**config.mk**
```make
export PLATFORM = sky130hd
export DESIGN_NAME = wb_gpio_evq_flat
export DESIGN_NICKNAME = d
export VERILOG_FILES = /design/src/rtl/wb_gpio_evq_pkg.sv /design/src/rtl/wb_gpio_evq_if.sv /design/src/rtl/wb_gpio_evq_fifo.sv /design/src/rtl/wb_gpio_evq.sv /design/src/flat_wrapper.sv
export SDC_FILE = /design/constraint.sdc
export NUM_CORES = 1
export LEC_CHECK = 0
export CAP_MARGIN = 20
export CELL_PAD_IN_SITES_DETAIL_PLACEMENT = 0
export CELL_PAD_IN_SITES_GLOBAL_PLACEMENT = 1
export CORE_MARGIN = 2
export CORE_UTILIZATION = 32
export DETAILED_ROUTE_END_ITERATION = 8
export MAX_ROUTING_LAYER = met4
export PLACE_DENSITY_LB_ADDON = 0.3
export SLEW_MARGIN = 25
export SYNTH_ARGS = -nofsm -noshare
export SYNTH_HDL_FRONTEND = slang
export SYNTH_SLANG_ARGS = --single-unit
```
**constraint.sdc**
```tcl
create_clock -name clk -period 2.5 [get_ports clk]
set_input_delay 0.5 -clock clk [delete_from_list [all_inputs] [get_ports clk]]
set_output_delay 0.5 -clock clk [all_outputs]
set_load 0.005 [all_outputs]
```
**src/rtl/wb_gpio_evq_pkg.sv**
```systemverilog
// Shared register map, bit positions and code limits for the pedal event queue.
package wb_gpio_pkg;

  typedef enum logic [1:0] {
    ADR_DATA   = 2'd0,
    ADR_STATUS = 2'd1,
    ADR_CTRL   = 2'd2,
    ADR_LAST   = 2'd3
  } reg_adr_e;

  localparam int DATA_VLD     = 8;
  localparam int ST_EMPTY     = 8;
  localparam int ST_FULL      = 9;
  localparam int ST_OVF       = 10;
  localparam int CTRL_IRQ_EN  = 0;
  localparam int CTRL_OVF_CLR = 1;
  localparam int CTRL_FLUSH   = 2;

  localparam logic [2:0] CODE_MIN = 3'd1;
  localparam logic [2:0] CODE_MAX = 3'd4;

  function automatic logic code_valid(input logic [2:0] code);
    return (code >= CODE_MIN) && (code <= CODE_MAX);
  endfunction

endpackage

```
**src/rtl/wb_gpio_evq_if.sv**
```systemverilog
// Wishbone classic slave signal bundle for the pedal event queue.
interface wb_gpio_evq_if;
  logic        wb_cyc_i;
  logic        wb_stb_i;
  logic        wb_we_i;
  logic [3:0]  wb_adr_i;
  logic [31:0] wb_dat_i;
  logic [31:0] wb_dat_o;
  logic        wb_ack_o;

  modport master (
    output wb_cyc_i, wb_stb_i, wb_we_i, wb_adr_i, wb_dat_i,
    input  wb_dat_o, wb_ack_o
  );

  modport slave (
    input  wb_cyc_i, wb_stb_i, wb_we_i, wb_adr_i, wb_dat_i,
    output wb_dat_o, wb_ack_o
  );
endinterface

```
**src/rtl/wb_gpio_evq_fifo.sv**
```systemverilog
// DEPTH x 3 synchronous FIFO with first-word-fall-through output and flush.
module evq_fifo #(
  parameter int DEPTH = 8
) (
  input  logic                       clk,
  input  logic                       rst,
  input  logic                       push_i,
  input  logic                       pop_i,
  input  logic                       flush_i,
  input  logic [2:0]                 din_i,
  output logic [2:0]                 dout_o,
  output logic [$clog2(DEPTH):0]     count_o,
  output logic                       empty_o,
  output logic                       full_o
);

  localparam int PTR_W = $clog2(DEPTH);
  localparam int CNT_W = PTR_W + 1;

  logic [2:0]       mem_q [DEPTH];
  logic [PTR_W-1:0] wptr_q, wptr_d;
  logic [PTR_W-1:0] rptr_q, rptr_d;
  logic [CNT_W-1:0] cnt_q, cnt_d;
  logic             do_push, do_pop;

  assign empty_o = (cnt_q == '0);
  assign full_o  = (cnt_q == CNT_W'(DEPTH));
  assign count_o = cnt_q;
  assign dout_o  = mem_q[rptr_q];

  // A pop in the same cycle frees the slot a push into a full FIFO needs.
  assign do_pop  = pop_i & ~empty_o;
  assign do_push = push_i & (~full_o | do_pop);

  always_comb begin
    wptr_d = wptr_q;
    rptr_d = rptr_q;
    cnt_d  = cnt_q;
    if (flush_i) begin
      wptr_d = '0;
      rptr_d = '0;
      cnt_d  = '0;
    end else begin
      if (do_push) wptr_d = wptr_q + PTR_W'(1);
      if (do_pop)  rptr_d = rptr_q + PTR_W'(1);
      case ({do_push, do_pop})
        2'b10:   cnt_d = cnt_q + CNT_W'(1);
        2'b01:   cnt_d = cnt_q - CNT_W'(1);
        default: cnt_d = cnt_q;
      endcase
    end
  end

  always_ff @(posedge clk) begin
    if (rst) begin
      wptr_q <= '0;
      rptr_q <= '0;
      cnt_q  <= '0;
    end else begin
      wptr_q <= wptr_d;
      rptr_q <= rptr_d;
      cnt_q  <= cnt_d;
    end
  end

  always_ff @(posedge clk) begin
    if (do_push && !flush_i) mem_q[wptr_q] <= din_i;
  end

endmodule

```
**src/rtl/wb_gpio_evq.sv**
```systemverilog
// Wishbone slave turning debounced button strobes into a CPU-visible event queue
// with status, last-code register and a level interrupt.
module wb_gpio_evq
  import wb_gpio_pkg::*;
#(
  parameter int DEPTH = 8
) (
  input  logic           clk,
  input  logic           reset,
  input  logic [2:0]     outuser,
  input  logic           gpio_en,
  wb_gpio_evq_if.slave   wb,
  output logic           intr
);

  localparam int CNT_W = $clog2(DEPTH) + 1;

  logic             ack_q, ack_d;
  logic [31:0]      dat_q, dat_d;
  logic             irq_en_q, irq_en_d;
  logic             ovf_q, ovf_d;
  logic [2:0]       last_q, last_d;
  logic             intr_q, intr_d;

  logic             req, rd_req, wr_req;
  reg_adr_e         sel;
  logic             code_ok;
  logic             pop, ctrl_wr, flush, ovf_clr, ovf_set;
  logic [31:0]      rdata;

  logic [2:0]       fifo_dout;
  logic [CNT_W-1:0] fifo_cnt;
  logic             fifo_empty, fifo_full;
  logic             unused_bits;

  assign unused_bits = ^{wb.wb_dat_i[31:3], wb.wb_adr_i[1:0]};

  // A request is taken only while ack is low, so a held strobe alternates.
  assign req     = wb.wb_cyc_i & wb.wb_stb_i & ~ack_q;
  assign rd_req  = req & ~wb.wb_we_i;
  assign wr_req  = req & wb.wb_we_i;
  assign sel     = reg_adr_e'(wb.wb_adr_i[3:2]);
  assign code_ok = gpio_en & code_valid(outuser);

  assign pop     = rd_req & (sel == ADR_DATA);
  assign ctrl_wr = wr_req & (sel == ADR_CTRL);
  assign flush   = ctrl_wr & wb.wb_dat_i[CTRL_FLUSH];
  assign ovf_clr = ctrl_wr & wb.wb_dat_i[CTRL_OVF_CLR];
  // Overflow only when the event is really lost: no freeing pop, no flush.
  assign ovf_set = code_ok & fifo_full & ~(pop & ~fifo_empty) & ~flush;

  evq_fifo #(
    .DEPTH (DEPTH)
  ) u_fifo (
    .clk     (clk),
    .rst     (reset),
    .push_i  (code_ok),
    .pop_i   (pop),
    .flush_i (flush),
    .din_i   (outuser),
    .dout_o  (fifo_dout),
    .count_o (fifo_cnt),
    .empty_o (fifo_empty),
    .full_o  (fifo_full)
  );

  always_comb begin
    rdata = '0;
    case (sel)
      ADR_DATA: begin
        if (!fifo_empty) begin
          rdata[2:0]      = fifo_dout;
          rdata[DATA_VLD] = 1'b1;
        end
      end
      ADR_STATUS: begin
        rdata[CNT_W-1:0] = fifo_cnt;
        rdata[ST_EMPTY]  = fifo_empty;
        rdata[ST_FULL]   = fifo_full;
        rdata[ST_OVF]    = ovf_q;
      end
      ADR_CTRL: rdata[CTRL_IRQ_EN] = irq_en_q;
      ADR_LAST: rdata[2:0] = last_q;
      default:  rdata = '0;
    endcase
  end

  always_comb begin
    ack_d    = req;
    dat_d    = dat_q;
    irq_en_d = irq_en_q;
    ovf_d    = ovf_q;
    last_d   = last_q;
    intr_d   = irq_en_q & ~fifo_empty;
    if (req) dat_d = wb.wb_we_i ? 32'd0 : rdata;
    if (ctrl_wr) irq_en_d = wb.wb_dat_i[CTRL_IRQ_EN];
    if (ovf_set)      ovf_d = 1'b1;
    else if (ovf_clr) ovf_d = 1'b0;
    if (code_ok) last_d = outuser;
  end

  always_ff @(posedge clk) begin
    if (reset) begin
      ack_q    <= 1'b0;
      dat_q    <= '0;
      irq_en_q <= 1'b0;
      ovf_q    <= 1'b0;
      last_q   <= '0;
      intr_q   <= 1'b0;
    end else begin
      ack_q    <= ack_d;
      dat_q    <= dat_d;
      irq_en_q <= irq_en_d;
      ovf_q    <= ovf_d;
      last_q   <= last_d;
      intr_q   <= intr_d;
    end
  end

  assign wb.wb_ack_o = ack_q;
  assign wb.wb_dat_o = dat_q;
  assign intr        = intr_q;

endmodule

```
**src/flat_wrapper.sv**
```systemverilog
// flat-port wrapper written by rule: the top's interface ports become plain ports
module wb_gpio_evq_flat import wb_gpio_pkg::*;
#(
  parameter int DEPTH = 8
)
  (clk, reset, outuser, gpio_en, intr, wb_wb_cyc_i, wb_wb_stb_i, wb_wb_we_i, wb_wb_adr_i, wb_wb_dat_i, wb_wb_dat_o, wb_wb_ack_o);
  wb_gpio_evq_if wb_i ();
  input  logic clk;
  input  logic reset;
  input  logic [2:0] outuser;
  input  logic gpio_en;
  output logic intr;
  input wire logic [$bits(wb_i.wb_cyc_i)-1:0] wb_wb_cyc_i;
  input wire logic [$bits(wb_i.wb_stb_i)-1:0] wb_wb_stb_i;
  input wire logic [$bits(wb_i.wb_we_i)-1:0] wb_wb_we_i;
  input wire logic [$bits(wb_i.wb_adr_i)-1:0] wb_wb_adr_i;
  input wire logic [$bits(wb_i.wb_dat_i)-1:0] wb_wb_dat_i;
  output wire logic [$bits(wb_i.wb_dat_o)-1:0] wb_wb_dat_o;
  output wire logic [$bits(wb_i.wb_ack_o)-1:0] wb_wb_ack_o;
  assign wb_i.wb_cyc_i = wb_wb_cyc_i;
  assign wb_i.wb_stb_i = wb_wb_stb_i;
  assign wb_i.wb_we_i = wb_wb_we_i;
  assign wb_i.wb_adr_i = wb_wb_adr_i;
  assign wb_i.wb_dat_i = wb_wb_dat_i;
  assign wb_wb_dat_o = wb_i.wb_dat_o;
  assign wb_wb_ack_o = wb_i.wb_ack_o;
  wb_gpio_evq #(.DEPTH(DEPTH)) u_core (.clk(clk), .reset(reset), .outuser(outuser), .gpio_en(gpio_en), .wb(wb_i), .intr(intr));
endmodule
```
==> impl_results.md, run 1 <==
* Status: finished, final reports clean
* Worst EP required at 2750 ps
* Fin. max-slew vios at 0
* Top cell type's share of synthesized area at 29.4%
* Primary FF master, synth: dfxtp_1
* Max-cap violations at 0
* Setup TNS Final at 0 ps
* Initial DRC Count at 76
* Clock transition at path regs at 100 ps
* Overall Power at 0.00159 W
* Fin crit period at 2410 ps
* Post-synthesis cell area at 2450 sq um
* Finish-stage setup viols at 0
* Final hold violation count at 0
* Max H-tree Level at 2
* Commonest cells in the netlist: 27 x dfxtp_1, 27 x nor2_1, 25 x buf_4, 24 x edfxtp_1, 12 x nand2_1
* Antenna violations before repair at 0
* Antenna Nets Post-Route at 0
* PD cells at 519 nW/um^2
* Peak Freq at 416 MHz
* Number of synthesized register bits at 51
* Critical Path AT at 2660 ps
* DRC at 0
* Critical setup path kind: in2reg
* Clk_skew at 10.1 ps
* Post-DP Area at 2950 sq um
* DRT Pass-1 Iters at 4
* Synth Instances at 223
* Cell taking the most area after synthesis: edfxtp_1
* Seq/Total Area, Yosys at 51.5%
* Hold buffer count at cts at 0
* Post-synth EDFFs at 24
* DP HPWL at 3920 um
* Post-synth ARST share at 0%
* Design area at 3060 sq um
* Layout fillers at 708
* CP Launch Type: input pin
* Chip Width at 91.5 um
* Count of different cell masters after synthesis at 46
* Routability cong. at 0.698
* Worst Tran Pin Value at 508 ps
* Final worst path period share at 96.2%
* Area Overhead vs Synth at 25.1%
* CP Capture Type: flop
* # clock sinks at 51
* Cts bufs inserted at 5
* Worst VDD drop at 0.306 mV
* Wirelength, routed at 4910 um
* Largest net degree at the start of global routing at 20
* Grt ovf at 0
* Share of cells above drive strength 1 at 25.0%
* Worst min path class: reg2reg
* Via-to-Cell Ratio at 4.51
* Die height at 91.5 um
* Max clock buf depth at 2
* TritonCTS clock tree: yes
* Final Core Density at 41.8%
* First-pass GRT wire length at 8450 um
* Unrepaired setup endpoints after global routing: false
* Mapped Avg Cell Area at 11.0 sq um
* Static leakage at 1.20 nW
* Crit path max fanout at 2
* Row Count at 31
* Slew margin rel. at 65.8%
* WL/cell at 12.8 um
* Overall Global Routing Usage at 13.2%
* Die area at 8360 sq um
* Setup Buffers After CTS at 0
* Clk_lat worst skew at 300 ps
* Synth area leaders: edfxtp_1 29%, dfxtp_1 22%, buf_4 7.7%
* Vias in the first global route at 1732
* Vias at 1726
* Synth warn at 0
* Number of diodes at 0
* Area of the core at 7330 sq um
* I/O Buffers at 22
* Starting Density at 33.4%
* I/O Pins at 79
* Clk root buf: clkbuf_8
* Layout Nets at 333
[worst paths after layout]
check                           startpoint                  endpoint  slack (ps)  cells past startpoint
setup / recovery               wb_wb_cyc_i  u_core.u_fifo.count_o[3]          90                     11
hold / removal            u_core.last_q[2]          u_core.last_q[2]         470                      2
setup reg to reg  u_core.u_fifo.count_o[3]  u_core.u_fifo.count_o[3]         110                     10
hold reg to reg           u_core.last_q[2]          u_core.last_q[2]         470                      2
[metal layers]
metal	vias to the layer above	GRT usage (%)	part of all wire (%)
met4	0	3.54	0.55
li1	872	-	-
met3	2	2.66	4.0
met1	813	17.6	49
met2	39	20.6	46
met5	-	-	0
[layout by cell type, fill, tap and decap left out, drive strengths merged, types with 2 or more instances in the layout]
cell           synthesis  layout
a211oi                 4       4
ha                     4       4
buf                   27      40
a222oi                 2       2
dfxtp                 27      27
edfxtp                24      24
mux4                   6       6
clkdlybuf4s50          0      17
nand3                  6       6
nor2                  27      27
nor4                   3       3
nor3                   5       5
clkbuf                 6       5
or3                    2       2
and3                   4       4
a21oi                  7       7
or4                    2       2
nand2b                 2       2
dlygate4sd2            0       3
nand3b                 2       2
xnor2                  4       4
a22oi                  4       4
inv                   11      14
mux2i                  3       3
conb                   1      25
o21ai                  7       7
nand2                 12      12
mux2                   5       5
a21o                   2       2
[state kept, by name, summed over array words and instances, names as in the netlist, named ones only]
register,flops
u_core.intr,1
u_core.irq_en_q,1
u_core.last_q,3
u_core.ovf_q,1
u_core.u_fifo.count_o,4
u_core.u_fifo.mem_q,24
u_core.u_fifo.rptr_q,3
u_core.u_fifo.wptr_q,3
u_core.wb.wb_ack_o,1
u_core.wb.wb_dat_o,7
[final cells by class]
class                   count  area (sq um)  share of cell area [%]
multi-input cells         152          1020                    33.3
well taps                  99           124                    4.05
inverters                  11          41.3                    1.35
clock buffers               5          68.8                    2.25
repair buffers             62           519                    17.0
flip-flops and latches     51          1260                    41.2
clock inverters             3          28.8                   0.940
[cell families after synthesis]
group | Yosys count | synth area share [%]
DFF | 51 | 51.5
other | 1 | 0.153
and+or+nand+nor | 69 | 13.9
muxes | 14 | 9.05
buffers and inverters | 44 | 11.2
AOI/OAI and AO/OA | 34 | 9.56
adders and majority gates | 5 | 2.86
xor gates and xnor gates | 5 | 1.79
[report_power, final]
group / leakage (nW) / switching, W / internal [W]
sequential: 0.436 / 0.0000116 / 0.000889
combinational: 0.714 / 0.0000943 / 0.0000945
clock: 0.0511 / 0.000289 / 0.000212
[worst max-delay path, cell delays in order]
cell and delay, ps:
clkdlybuf4s50_1 420, and4bb_2 260, and3_4 190, nand2_2 60, inv_1 50, ha_1 270
a21o_2 110, a21oi_1 80, or4_4 430, a21o_1 180, a21oi_2 120
[through the flow]
step / instances / hold WS [ps] / worst slack, ps
3_3_place_gp: 375 / 460 / -464
6_report: 383 / 474 / 93.9
5_1_grt: 383 / 504 / 7.19
3_5_place_dp: 375 / 461 / -507
4_1_cts: 383 / 477 / 27.3
2_1_floorplan: 247 / 443 / -42.2
[repair_timing]
| item | CTS | global route |
|---|---|---|
| pin swaps | 1 | 2 |
| endpoints found under the setup margin | 16 | 1 |
| gates resized for setup | 7 | 3 |
Power figures use the tool's default switching activity.
==> run 2: changes to the inputs <==
--- a/config.mk
+++ b/config.mk
@@ -16,4 +16,5 @@
 export SLEW_MARGIN = 25
 export SYNTH_ARGS = -nofsm -noshare
 export SYNTH_HDL_FRONTEND = slang
+export SYNTH_HIERARCHICAL = 1
 export SYNTH_SLANG_ARGS = --single-unit
==> run 2 against run 1 <==
Final area up 4.5%. Clock power up 1%. Synthesized area up 6.7%. Hold slack worse by 13 ps. Utilization down 0.77 points. Die area up 6.5%. Critical endpoint is now u_core/u_fifo/mem_q[4][1]. Non-clock buffer count down 6.
==> impl_results.md, run 2 <==
* Clk_skew at 7.22 ps (was 10.1 ps)
* TritonCTS clock tree: yes (unchanged)
* Worst min path class: reg2reg (unchanged)
* Share of cells above drive strength 1 at 23.9% (was 25.0%)
* Cell taking the most area after synthesis: edfxtp_1 (unchanged)
* Number of flip-flops in the largest register at 24 (unchanged)
* R2r setup slk at 360 ps (was 110 ps)
* Overall Power at 0.00162 W (was 0.00159 W)
* CP Launch Type: input pin (unchanged)
* Critical Path AT at 2360 ps (was 2660 ps)
* Largest net degree at the start of global routing at 19 (was 20)
* Crit path from: wb_wb_stb_i (was wb_wb_cyc_i)
* Max-cap violations at 0 (unchanged)
* Final worst path period share at 93.0% (was 96.2%)
* Mapped Avg Cell Area at 11.0 sq um (about the same)
* Count of different cell masters after synthesis at 54 (was 46)
* WL/cell at 13.3 um (was 12.8 um)
* Routability cong. at 0.802 (was 0.698)
* Vias at 1809 (was 1726)
* Row Count at 32 (was 31)
* Most frequent cell after synthesis: dfxtp_1
* Finish-stage setup viols at 0 (unchanged)
* Antenna Nets Post-Route at 0 (unchanged)
* Largest reg by FF count: u_core/u_fifo/mem_q (was u_core.u_fifo.mem_q)
* DRC at 0 (unchanged)
* Status: finished, final reports clean (unchanged)
* Wirelength, routed at 5210 um (was 4910 um)
* Worst Tran Pin Value at 523 ps (was 508 ps)
* Number of diodes at 0 (unchanged)
* Static leakage at 1.19 nW (was 1.20 nW)
* Number of synthesized register bits at 51 (unchanged)
* RR Endpoint: u_core/u_fifo/count_o[3] (was u_core.u_fifo.count_o[3])
* Commonest cells after routing, fill and taps aside: 34 x buf_4, 27 x dfxtp_1, 25 x conb_1, 24 x edfxtp_1 (was 40 x buf_4, 27 x nor2_1, 27 x dfxtp_1, 25 x conb_1, 24 x edfxtp_1)
* Startpoint of the worst-slack reg-to-reg timing path: u_core/u_fifo/count_o[0] (was u_core.u_fifo.count_o[3])
* Via-to-Cell Ratio at 4.63 (was 4.51)
* Area Overhead vs Synth at 22.5% (was 25.1%)
* Starting Density at 33.5% (was 33.4%)
* Fin. max-slew vios at 0 (unchanged)
* Grt ovf at 0 (unchanged)
* Slew margin rel. at 64.9% (was 65.8%)
* Seq/Total Area, Yosys at 48.3% (was 51.5%)
* Max clock buf depth at 2 (unchanged)
* Synth Instances at 237 (was 223)
* Unrepaired setup endpoints after global routing: false (unchanged)
* Layout Nets at 338 (was 333)
* Primary FF master, synth: dfxtp_1 (unchanged)
* Max H-tree Level at 2 (unchanged)
* DP HPWL at 3950 um (was 3920 um)
* Setup Buffers After CTS at 0 (unchanged)
* Chip Width at 94.4 um (was 91.5 um)
* Vias in the first global route at 1728 (was 1732)
* Initial DRC Count at 83 (was 76)
* DP Cell Count at 383 (was 375)
* I/O Pins at 79 (unchanged)
* Leading cell type in the layout, fill and taps excluded: buf_4 (unchanged)
* CP Capture Type: flop (unchanged)
* Top cell type's share of synthesized area at 27.6% (was 29.4%)
* DRT Pass-1 Iters at 4 (unchanged)
* Final hold violation count at 0 (unchanged)
* Area of the core at 7810 sq um (was 7330 sq um)
* Clk root buf: clkbuf_8 (unchanged)
* Worst VDD drop at 0.247 mV (was 0.306 mV)
* Setup TNS Final at 0 ps (unchanged)
* Antenna violations before repair at 0 (unchanged)
* Cts bufs inserted at 5 (unchanged)
* Post-synthesis cell area at 2610 sq um (was 2450 sq um)
* Clock transition at path regs at 100 ps (about the same)
* I/O Buffers at 22 (unchanged)
* Critical path endpoint: u_core/u_fifo/mem_q[4][1] (was u_core.u_fifo.count_o[3])
* Worst EP required at 2530 ps (was 2750 ps)
* R2R cell count at 9 (was 10)
* Final Core Density at 41.0% (was 41.8%)
* Critical setup path kind: in2reg (unchanged)
* Layout Cells excl Fill at 391 (was 383)
* Overall Global Routing Usage at 12.8% (was 13.2%)
* Post-synth ARST share at 0% (unchanged)
* Peak Freq at 430 MHz (was 416 MHz)
* Post-synth EDFFs at 24 (unchanged)
* Die height at 94.4 um (was 91.5 um)
* Hold buffer count at cts at 0 (unchanged)
* First-pass GRT wire length at 8500 um (was 8450 um)
* Synth area leaders: edfxtp_1 28%, dfxtp_1 21%, buf_4 7.2% (was edfxtp_1 29%, dfxtp_1 22%, buf_4 7.7%)
* PD cells at 507 nW/um^2 (was 519 nW/um^2)
* Clk_lat worst skew at 310 ps (was 300 ps)
* Crit path max fanout at 7 (was 2)
* Commonest cells in the netlist: 27 x dfxtp_1, 25 x buf_4, 24 x edfxtp_1, 21 x nor2_1, 11 x a21oi_1 (was 27 x dfxtp_1, 27 x nor2_1, 25 x buf_4, 24 x edfxtp_1, 12 x nand2_1)
* Fin crit period at 2320 ps (was 2410 ps)
* # clock sinks at 51 (unchanged)
* Die area at 8900 sq um (was 8360 sq um)
* Synth warn at 6 (was 0)
==> run 2: cells by family (layout without fill, tap and decap cells) <==
kind of cell,count (synthesis),after routing,synth area share (%)
AND/OR/NAND/NOR,75,75,16.4
adder cells (fa/ha/maj),5,5,2.68
XOR/XNOR,8,8,2.68
other,1,25,0.144
flip-flops,51,51,48.3
multiplexers,15,15,8.86
AO/OA/AOI/OAI,39,39,10.3
buffers and inverters,43,71,10.6
==> run 2: how the worst min path moves through the flow <==
stage,startpoint,to,slack (ps),cells after the start
6_report,u_core/wb.wb_dat_o[10],u_core/wb.wb_dat_o[10],460,2
5_1_grt,u_core/wb.wb_dat_o[8],u_core/wb.wb_dat_o[8],480,2
4_1_cts,u_core/wb.wb_dat_o[10],u_core/wb.wb_dat_o[10],460,2
3_5_place_dp,u_core/wb.wb_dat_o[10],u_core/wb.wb_dat_o[10],450,2
3_3_place_gp,u_core/wb.wb_dat_o[9],u_core/wb.wb_dat_o[9],440,2
2_1_floorplan,u_core/last_q[2],u_core/last_q[2],440,2
==> run 2: power by group <==
group	switching [W]	total (W)	internal [W]
combinational	0.000113	0.000213	0.0000996
sequential	0.0000154	0.000905	0.000889
clock	0.000299	0.000507	0.000208
==> run 2: layout make-up <==
class | count | area [sq um]
fillers | 768 | 4610
flip-flops and latches | 51 | 1260
multi-input cells | 167 | 1210
repair buffers | 56 | 478
well taps | 102 | 128
clock buffers | 5 | 68.8
clock inverters | 3 | 27.5
inverters | 7 | 26.3
==> run 2: what timing repair did <==
action                                  4_1_cts  5_1_grt
resized for setup                             1        8
endpoints found under the setup margin        1        7
pin swaps                                     0        2
==> run 2: critical path, cell delays in order <==
cell,delay (ps)
clkdlybuf4s50_1,520
nand3b_4,90
nor4_2,150
buf_4,170
buf_4,140
nand2b_1,200
o211ai_1,190
nor4_2,200
buf_4,180
==> run 2: metal layers <==
metal | up-vias | share of wire, % | wire length [um] | GRT usage [%]
met5 | - | 0 | 0 | -
met4 | 0 | 1.4 | 74 | 3.99
met3 | 5 | 3.1 | 164 | 2.15
met2 | 33 | 48 | 2490 | 19.5
met1 | 864 | 48 | 2480 | 17.5
li1 | 907 | - | - | -
==> run 2: through the flow <==
step | hold slack, ps | setup WS [ps] | area [sq um]
floorplan | 443 | 10.1 | 2700
global placement | 444 | -420 | 3060
detailed placement | 449 | -352 | 3060
CTS | 463 | 29.5 | 3160
global route | 482 | 10.6 | 3200
finish | 461 | 176 | 3200
